### src/rtl/osd_frame_ctrl.sv
// osd_frame_ctrl
//   Frame-synchronous OSD overlay controller in the pixel-clock domain. A host writes a
//   configuration into a shadow register over a valid/ready handshake. The shadow is applied to
//   the active set only at the next vsync boundary, so the window never tears. The controller
//   also runs an optional bouncing-window motion and a blink scheduler.
//
// Ports
//   pclk, rst_n          pixel clock; synchronous active-low reset
//   i_vs                 vsync from the timing generator (active level VS_POL)
//   cfg_valid/cfg_ready  host config handshake; cfg_ready is low while a config is pending
//   cfg_x/y/step/fg/bg   window position, motion step and colours to apply
//   cfg_en/move/blink    OSD enable, bounce-motion enable and blink enable
//   frame_start          one-cycle pulse on the cycle after a frame boundary
//   osd_x/y/fg/bg/show   active window state; changes only at frame boundaries
module osd_frame_ctrl #(
  parameter int unsigned H_ACTIVE     = 480,
  parameter int unsigned V_ACTIVE     = 272,
  parameter int unsigned WIN_W        = 256,
  parameter int unsigned WIN_H        = 32,
  parameter int unsigned FRAME_DIV    = 2,
  parameter int unsigned BLINK_FRAMES = 30,
  parameter bit          VS_POL       = 1'b0
) (
  input  logic        pclk,
  input  logic        rst_n,
  input  logic        i_vs,
  input  logic        cfg_valid,
  output logic        cfg_ready,
  input  logic [11:0] cfg_x,
  input  logic [11:0] cfg_y,
  input  logic [3:0]  cfg_step,
  input  logic [23:0] cfg_fg,
  input  logic [23:0] cfg_bg,
  input  logic        cfg_en,
  input  logic        cfg_move,
  input  logic        cfg_blink,
  output logic        frame_start,
  output logic [11:0] osd_x,
  output logic [11:0] osd_y,
  output logic [23:0] osd_fg,
  output logic [23:0] osd_bg,
  output logic        osd_show
);

  localparam logic [11:0] XMax     = 12'(H_ACTIVE - WIN_W);
  localparam logic [11:0] YMax     = 12'(V_ACTIVE - WIN_H);
  localparam logic [15:0] FcntLast = 16'(FRAME_DIV - 1);
  localparam logic [15:0] BcntLast = 16'(BLINK_FRAMES - 1);

  localparam logic [0:0] StIdle = 1'b0;
  localparam logic [0:0] StRun  = 1'b1;

  // One motion step on one axis; result is {new_dir, new_pos}. Sum kept in 13 bits so it
  // cannot wrap past the limit.
  function automatic logic [12:0] step_axis(input logic [11:0] pos, input logic dir,
                                            input logic [3:0] step, input logic [11:0] lim);
    logic [12:0] sum;
    sum = {1'b0, pos} + {9'd0, step};
    if (!dir) begin
      if (sum >= {1'b0, lim}) return {1'b1, lim};
      else                    return {1'b0, sum[11:0]};
    end else begin
      if (pos <= {8'd0, step}) return {1'b0, 12'd0};
      else                     return {1'b1, pos - {8'd0, step}};
    end
  endfunction

  logic        vs_q, vs_d;
  logic        pend_q, pend_d;
  logic [11:0] sh_x_q, sh_x_d, sh_y_q, sh_y_d;
  logic [3:0]  sh_step_q, sh_step_d;
  logic [23:0] sh_fg_q, sh_fg_d, sh_bg_q, sh_bg_d;
  logic        sh_en_q, sh_en_d, sh_move_q, sh_move_d, sh_blink_q, sh_blink_d;

  logic [0:0]  state_q, state_d;
  logic [11:0] x_q, x_d, y_q, y_d;
  logic [3:0]  step_q, step_d;
  logic [23:0] fg_q, fg_d, bg_q, bg_d;
  logic        move_q, move_d, blink_q, blink_d;
  logic        dx_q, dx_d, dy_q, dy_d;
  logic [15:0] fcnt_q, fcnt_d, bcnt_q, bcnt_d;
  logic        phase_q, phase_d;
  logic        show_q, show_d;
  logic        fs_q, fs_d;
  logic        boundary, capture;

  always_comb begin
    vs_d       = i_vs;
    pend_d     = pend_q;
    sh_x_d     = sh_x_q;
    sh_y_d     = sh_y_q;
    sh_step_d  = sh_step_q;
    sh_fg_d    = sh_fg_q;
    sh_bg_d    = sh_bg_q;
    sh_en_d    = sh_en_q;
    sh_move_d  = sh_move_q;
    sh_blink_d = sh_blink_q;
    state_d    = state_q;
    x_d        = x_q;
    y_d        = y_q;
    step_d     = step_q;
    fg_d       = fg_q;
    bg_d       = bg_q;
    move_d     = move_q;
    blink_d    = blink_q;
    dx_d       = dx_q;
    dy_d       = dy_q;
    fcnt_d     = fcnt_q;
    bcnt_d     = bcnt_q;
    phase_d    = phase_q;
    show_d     = show_q;

    boundary = (i_vs == VS_POL) && (vs_q != VS_POL);
    // Uses the pre-boundary pending flag, so a capture on a boundary waits one more frame.
    capture  = cfg_valid && !pend_q;
    fs_d     = boundary;

    if (boundary) begin
      if (pend_q) begin
        x_d     = (sh_x_q > XMax) ? XMax : sh_x_q;
        y_d     = (sh_y_q > YMax) ? YMax : sh_y_q;
        step_d  = sh_step_q;
        fg_d    = sh_fg_q;
        bg_d    = sh_bg_q;
        move_d  = sh_move_q;
        blink_d = sh_blink_q;
        state_d = sh_en_q ? StRun : StIdle;
        dx_d    = 1'b0;
        dy_d    = 1'b0;
        fcnt_d  = '0;
        bcnt_d  = '0;
        phase_d = 1'b1;
        show_d  = sh_en_q;
        pend_d  = 1'b0;
      end else begin
        if (bcnt_q == BcntLast) begin
          bcnt_d  = '0;
          phase_d = ~phase_q;
        end else begin
          bcnt_d = bcnt_q + 16'd1;
        end
        // Motion is frozen while idle so the outputs hold.
        if (state_q == StRun && move_q) begin
          if (fcnt_q == FcntLast) begin
            fcnt_d      = '0;
            {dx_d, x_d} = step_axis(x_q, dx_q, step_q, XMax);
            {dy_d, y_d} = step_axis(y_q, dy_q, step_q, YMax);
          end else begin
            fcnt_d = fcnt_q + 16'd1;
          end
        end
        show_d = (state_q == StRun) && (blink_q ? phase_d : 1'b1);
      end
    end

    if (capture) begin
      sh_x_d     = cfg_x;
      sh_y_d     = cfg_y;
      sh_step_d  = cfg_step;
      sh_fg_d    = cfg_fg;
      sh_bg_d    = cfg_bg;
      sh_en_d    = cfg_en;
      sh_move_d  = cfg_move;
      sh_blink_d = cfg_blink;
      pend_d     = 1'b1;
    end
  end

  always_ff @(posedge pclk) begin
    if (!rst_n) begin
      vs_q       <= ~VS_POL;
      pend_q     <= 1'b0;
      sh_x_q     <= '0;
      sh_y_q     <= '0;
      sh_step_q  <= '0;
      sh_fg_q    <= '0;
      sh_bg_q    <= '0;
      sh_en_q    <= 1'b0;
      sh_move_q  <= 1'b0;
      sh_blink_q <= 1'b0;
      state_q    <= StIdle;
      x_q        <= '0;
      y_q        <= '0;
      step_q     <= '0;
      fg_q       <= 24'hFFFFFF;
      bg_q       <= '0;
      move_q     <= 1'b0;
      blink_q    <= 1'b0;
      dx_q       <= 1'b0;
      dy_q       <= 1'b0;
      fcnt_q     <= '0;
      bcnt_q     <= '0;
      phase_q    <= 1'b1;
      show_q     <= 1'b0;
      fs_q       <= 1'b0;
    end else begin
      vs_q       <= vs_d;
      pend_q     <= pend_d;
      sh_x_q     <= sh_x_d;
      sh_y_q     <= sh_y_d;
      sh_step_q  <= sh_step_d;
      sh_fg_q    <= sh_fg_d;
      sh_bg_q    <= sh_bg_d;
      sh_en_q    <= sh_en_d;
      sh_move_q  <= sh_move_d;
      sh_blink_q <= sh_blink_d;
      state_q    <= state_d;
      x_q        <= x_d;
      y_q        <= y_d;
      step_q     <= step_d;
      fg_q       <= fg_d;
      bg_q       <= bg_d;
      move_q     <= move_d;
      blink_q    <= blink_d;
      dx_q       <= dx_d;
      dy_q       <= dy_d;
      fcnt_q     <= fcnt_d;
      bcnt_q     <= bcnt_d;
      phase_q    <= phase_d;
      show_q     <= show_d;
      fs_q       <= fs_d;
    end
  end

  assign cfg_ready   = ~pend_q;
  assign frame_start = fs_q;
  assign osd_x       = x_q;
  assign osd_y       = y_q;
  assign osd_fg      = fg_q;
  assign osd_bg      = bg_q;
  assign osd_show    = show_q;

endmodule

### config.mk
export PLATFORM = sky130hd
export DESIGN_NAME = osd_frame_ctrl
export DESIGN_NICKNAME = d
export VERILOG_FILES = /design/src/rtl/osd_frame_ctrl.sv
export SDC_FILE = /design/constraint.sdc
export NUM_CORES = 1
export LEC_CHECK = 0
export ABC_AREA = 1
export CAP_MARGIN = 20
export CORE_ASPECT_RATIO = 0.8
export CORE_MARGIN = 2
export CORE_UTILIZATION = 54
export DETAILED_ROUTE_END_ITERATION = 10
export GPL_TIMING_DRIVEN = 0
export PLACE_DENSITY = 0.89
export RECOVER_POWER = 100
export REMOVE_ABC_BUFFERS = 1
export SLEW_MARGIN = 20
export SYNTH_ARGS = -nofsm -noshare
export SYNTH_HDL_FRONTEND = slang
export SYNTH_SLANG_ARGS = --single-unit
export TNS_END_PERCENT = 1
### constraint.sdc
create_clock -name pclk -period 2.3 [get_ports pclk]
set_input_delay 0.345 -clock pclk [delete_from_list [all_inputs] [get_ports pclk]]
set_output_delay 0.345 -clock pclk [all_outputs]
set_load 0.01 [all_outputs]
[Yosys cells after proc, flatten, opt, wreduce, memory -nomap -nowiden]
Index checks and enable logic that the tools add are counted.
Operators by class
  bitwise logic cells: 3
  reduce and logical (&&, ||, !) cells: 11
  div/mod/pow operators: 0
  add/sub/neg operators: 6
  mux-type cells: 34
  magnitude comparators: 6
  multipliers: 0
  equal/unequal tests: 2
  shift operators: 0
Operators with widths (number)
  $mux 12: 8
  $mux 16: 5
  $mux 13: 6
  $add 16x1->16 const B: 2
  $add 12x4->13: 2
  $ge 13x8->1 const B: 2
  $gt 12x8->1 const B: 2
  $le 12x4->1: 2
  $sub 12x4->12: 2
  $eq 16x1->1 const B: 1
  $eq 16x5->1 const B: 1
  $mux 1: 15
  $reduce_bool 2->1: 3
  $logic_and 1x1->1: 4
  $reduce_and 2->1: 2
  $not 1->1: 3
  $reduce_and 3->1: 1
  $logic_not 1->1: 1
Word-level totals
  bits in read-only memories: 0
  RAM bits: 0
  memories kept: 0
  output and inout bits: 75
  register bits after elaboration: 197
  word-level logic and storage cells: 87
  bits in latches: 0
  input port bits: 83

[Longest topological paths before layout]
  word-level depth: 7
  mapped depth: 17
  gate-level depth less buffers: 17

[Least setup slack after synthesis]
OpenSTA, ideal clock, no wires.
  path type: reg-to-reg
  start point: register y_q[1], in the netlist osd_y[1]
  end point: register y_q[7], in the netlist osd_y[7]
  library setup time: 112 ps
  data required time: 2188 ps
  arrival: 1918 ps
  path buffers: 0
  stages on the path, launching flop included: 17
  slack: 270 ps
  cell sequence: dfxtp_1 inv_1 fa_1 inv_1 nand3_1 nand2_1 nand2_1 nand2_1 nand2_1 inv_1 nand2_1 nor2_1 nand3_2 nand2_2 nand2_1 nand2_1 nand2_1
Between the ends
  longest elaborated chain between the ends: 7
RTL lines
  from (decl): line 76  | logic [11:0] x_q, x_d, y_q, y_d;
  from (signal assigned): line 209  | y_q <= y_d;
  $add 12x4->13: line 58  | sum = {1'b0, pos} + {9'd0, step};
  $ge 13x8->1: line 60  | if (sum >= {1'b0, lim}) return {1'b1, lim};
  $mux 13: line 60
  $mux 13 (*): line 59  | if (!dir) begin
  $mux 12 (*): line 144  | if (fcnt_q == FcntLast) begin
  $mux 12 (*): line 143  | if (state_q == StRun && move_q) begin
  $mux 12 (*): line 119  | if (pend_q) begin
Every way passes the cells marked *; elsewhere a longest branch is shown, timed or not. The select of a mux whose other input is x is not followed.
A chain may end at the register's enable or synchronous reset.

[Final worst setup path]
  start point: register step_q[3]
  end point: register dy_q
Between the ends
  longest elaborated chain between the ends: 7
RTL lines
  from (decl): line 77  | logic [3:0] step_q, step_d;
  from (signal assigned): line 210  | step_q <= step_d;
  $add 12x4->13: line 58
  $ge 13x8->1: line 60
  $mux 13: line 60
  $mux 13 (*): line 59
  $mux 1 (*): line 144
  $mux 1 (*): line 143
  $mux 1 (*): line 119
  to (signal assigned): line 216  | dy_q <= dy_d;
  to (decl): line 80  | logic dx_q, dx_d, dy_q, dy_d;
Marked as above.

==> qor.yml <==
status: "finished clean"
critPathCaptureType: "flop"
area_delta_synth_final_pct: 28.6
die-height_um: 122
setup_viol: 0
worstHoldStart: "rst_n"
drc: 0
synth_fa_ha_area_share_pct: 3.51
cts_buffers: 17
gp_congestion: 0.954
maxSlewViolCount: 0
root_buffer: "clkbuf_16"
fmax_mhz: 447
async_reset_ff_share_pct: 0
synth_ff_type: "dfxtp_1"
final_util_pct: 70.2
die_width_um: 152
io_pins: 158
grt_use_total_pct: 27.9
dp_hpwl_um: 17100
cts.clk_slew.worst_paths_ps: 70
cts_sinks: 197
yosys-mux-area-fraction_pct: 0
setup.worst_path.class: "flop to flop"
clock_skew_ps: 10.1
num-nets-final: 1603
synth_compound_area_share_pct: 13.4
grt_pass1_vias: 8825
clockBufferDepth: 2
slew_headroom_pct: 29.7
synth_edf_count: 0
setup_tns_ps: 0
cp.arrival_ps: 2600
maxCapViolations: 0
rsz0062_at_grt: "true"
clock_latency_ps: 430
drt_iter0_markers: 666
finalPower_mw: 7.82
routed_via_density: 5.50
layout-drive-gt1-share_pct: 10.0
final.period_utilization_pct: 97.3
ys_types: 44
ant_nets: 0
start_kind: "flop"
fin_cells: 1734
firstDrtPassIters: 5
routed_wl_um: 26100
r2r_start: "step_q[3]"
irDropWorstVdd_mv: 0.729
initial_utilization_pct: 54.6
cts_max_level: 4
worst_pin_slew_ps: 1040
dieArea_mm2: 0.0185
seq_area_frac_synth_pct: 42.0
crit_start: "step_q[3]"
antenna_cells: 0
hold_class: "primary input to flop"
routedWlPerCell_um: 15.0
grt_pass1_wl_um: 42000
fill_cells: 1338
synthSimpleGateAreaFrac_pct: 32.8
grt_overflow: 0
synth_top_family_by_area: "simple AND/OR/NAND/NOR gates"
syn-instance-count: 1362
num_rows: 43
ys_ff_latch: 197
power.density_mw_per_mm2: 646
critPathMaxFanout: 7
grt_antenna_before_repair: 0
static-leakage-power_nw: 5.14
ys_warn_count: 0
grt_max_degree: 85
finalHoldViolCount: 0
via_count: 9542
numPortBuffers: 157
core_area_mm2: 0.0172
fin_crit_ps: 2240
synth_xor_area_share_pct: 1.21
cp_data_required_time_ps: 2660
tritoncts: "built"
synth_area_per_cell_um2: 6.90
place_inst: 1689
synth_area_mm2: 0.00940
whs_ps: 444
## routing by layer
layer / share of wire (%) / vias to the layer above / wire (um) / global-route usage (%)
met5: 0 / - / 0 / 0
met4: 1.8 / 0 / 466 / 7.41
met3: 9.3 / 45 / 2420 / 9.85
met2: 46 / 363 / 11900 / 45.5
met1: 43 / 4432 / 11200 / 35.4
li1: - / 4702 / - / -
## critical path, stage by stage (launching register included)
cell and delay (ps):
dfxtp_1 370, inv_1 100, ha_2 430, inv_4 80, a21oi_2 200, nand2_4 100
nand2_1 100, nand3_1 80, nor2_1 120, nand2_1 110, nand3_4 140, nand2_4 90
buf_4 150, o21ai_1 110
## cell type report
class                           count  area (um^2)  share of cell area, %
Clock buffer                       20          467                   3.86
Clock inverter                     12          136                   1.13
Tap cell                          225          282                   2.33
Timing Repair Buffer              176         1790                   14.8
Inverter                          105          415                   3.44
Sequential cell                   197         3960                   32.8
Multi-Input combinational cell    999         5040                   41.7
## synth_stat cells (3+ instances only)
cell	count	area (um^2)
o21ai_0	146	731
buf_2	9	45.0
nor3b_1	3	22.5
nand4_1	27	169
inv_1	99	372
clkbuf_1	46	173
xor2_1	12	105
or2_2	9	56.3
fa_1	4	80.1
nor4_1	7	43.8
nand2_2	5	31.3
a211oi_1	4	30.0
nor3_2	6	60.1
a31oi_1	6	37.5
nand3_1	92	460
nor3_1	11	55.1
nand2_1	271	1020
nor2_1	281	1050
a21oi_1	65	325
o21bai_1	4	30.0
ha_1	20	250
inv_2	4	15.0
dfxtp_1	197	3940
o21ai_1	3	15.0
a21oi_2	3	26.3
## cells in the final DEF, fill, tap and decap left out, types with 16 or more instances in the layout
master / instances
a21oi_1: 63
clkbuf_16: 17
clkdlybuf4s50_1: 126
dfxtp_1: 190
dlygate4sd3_1: 30
inv_1: 90
nand2_1: 254
nand2_2: 16
nand3_1: 82
nand4_1: 27
nor2_1: 279
o21ai_0: 144
## final timing paths
check	cells after the start	end	slack, ps
hold / removal	2	vs_q	440
setup / recovery	13	dy_q	60
setup reg to reg	13	dy_q	60
hold reg to reg	2	osd_fg[12]	460
## flip-flops by register name, summed over array words and instances (netlist names), 12 cells and up
register / cells
osd_bg: 24
osd_fg: 24
sh_bg_q: 24
sh_fg_q: 24
bcnt_q: 16
fcnt_q: 16
osd_x: 12
osd_y: 12
sh_x_q: 12
sh_y_q: 12
## per-stage QoR
step | worst slack, ps | cell area [um^2]
floorplan | -2130 | 9140
global placement | -5920 | 11000
detailed placement | -1310 | 11100
CTS | -17.1 | 11800
global route | -101 | 12100
finish | 62.1 | 12100
## report_power, final
part / leakage [nW] / switching [mW] / internal [mW]
clock: 0.296 / 1.41 / 1.62
sequential: 1.62 / 0.124 / 3.60
combinational: 3.22 / 0.605 / 0.462
## repair_timing
action,in CTS,in global routing
hold buffers,0,0
gates cloned,0,0
gates resized for setup,20,61
endpoints found under the setup margin,85,20
pin swaps,2,15
buffers inserted,5,8
## cell families after synthesis
| kind of cell | after synthesis |
|---|---|
| and+or+nand+nor | 725 |
| DFF | 197 |
| adders and majority gates | 24 |
| AOI/OAI and AO/OA | 237 |
| buffers and inverters | 166 |
| xor gates and xnor gates | 13 |
Note: power is estimated with default switching activity, not from simulation.
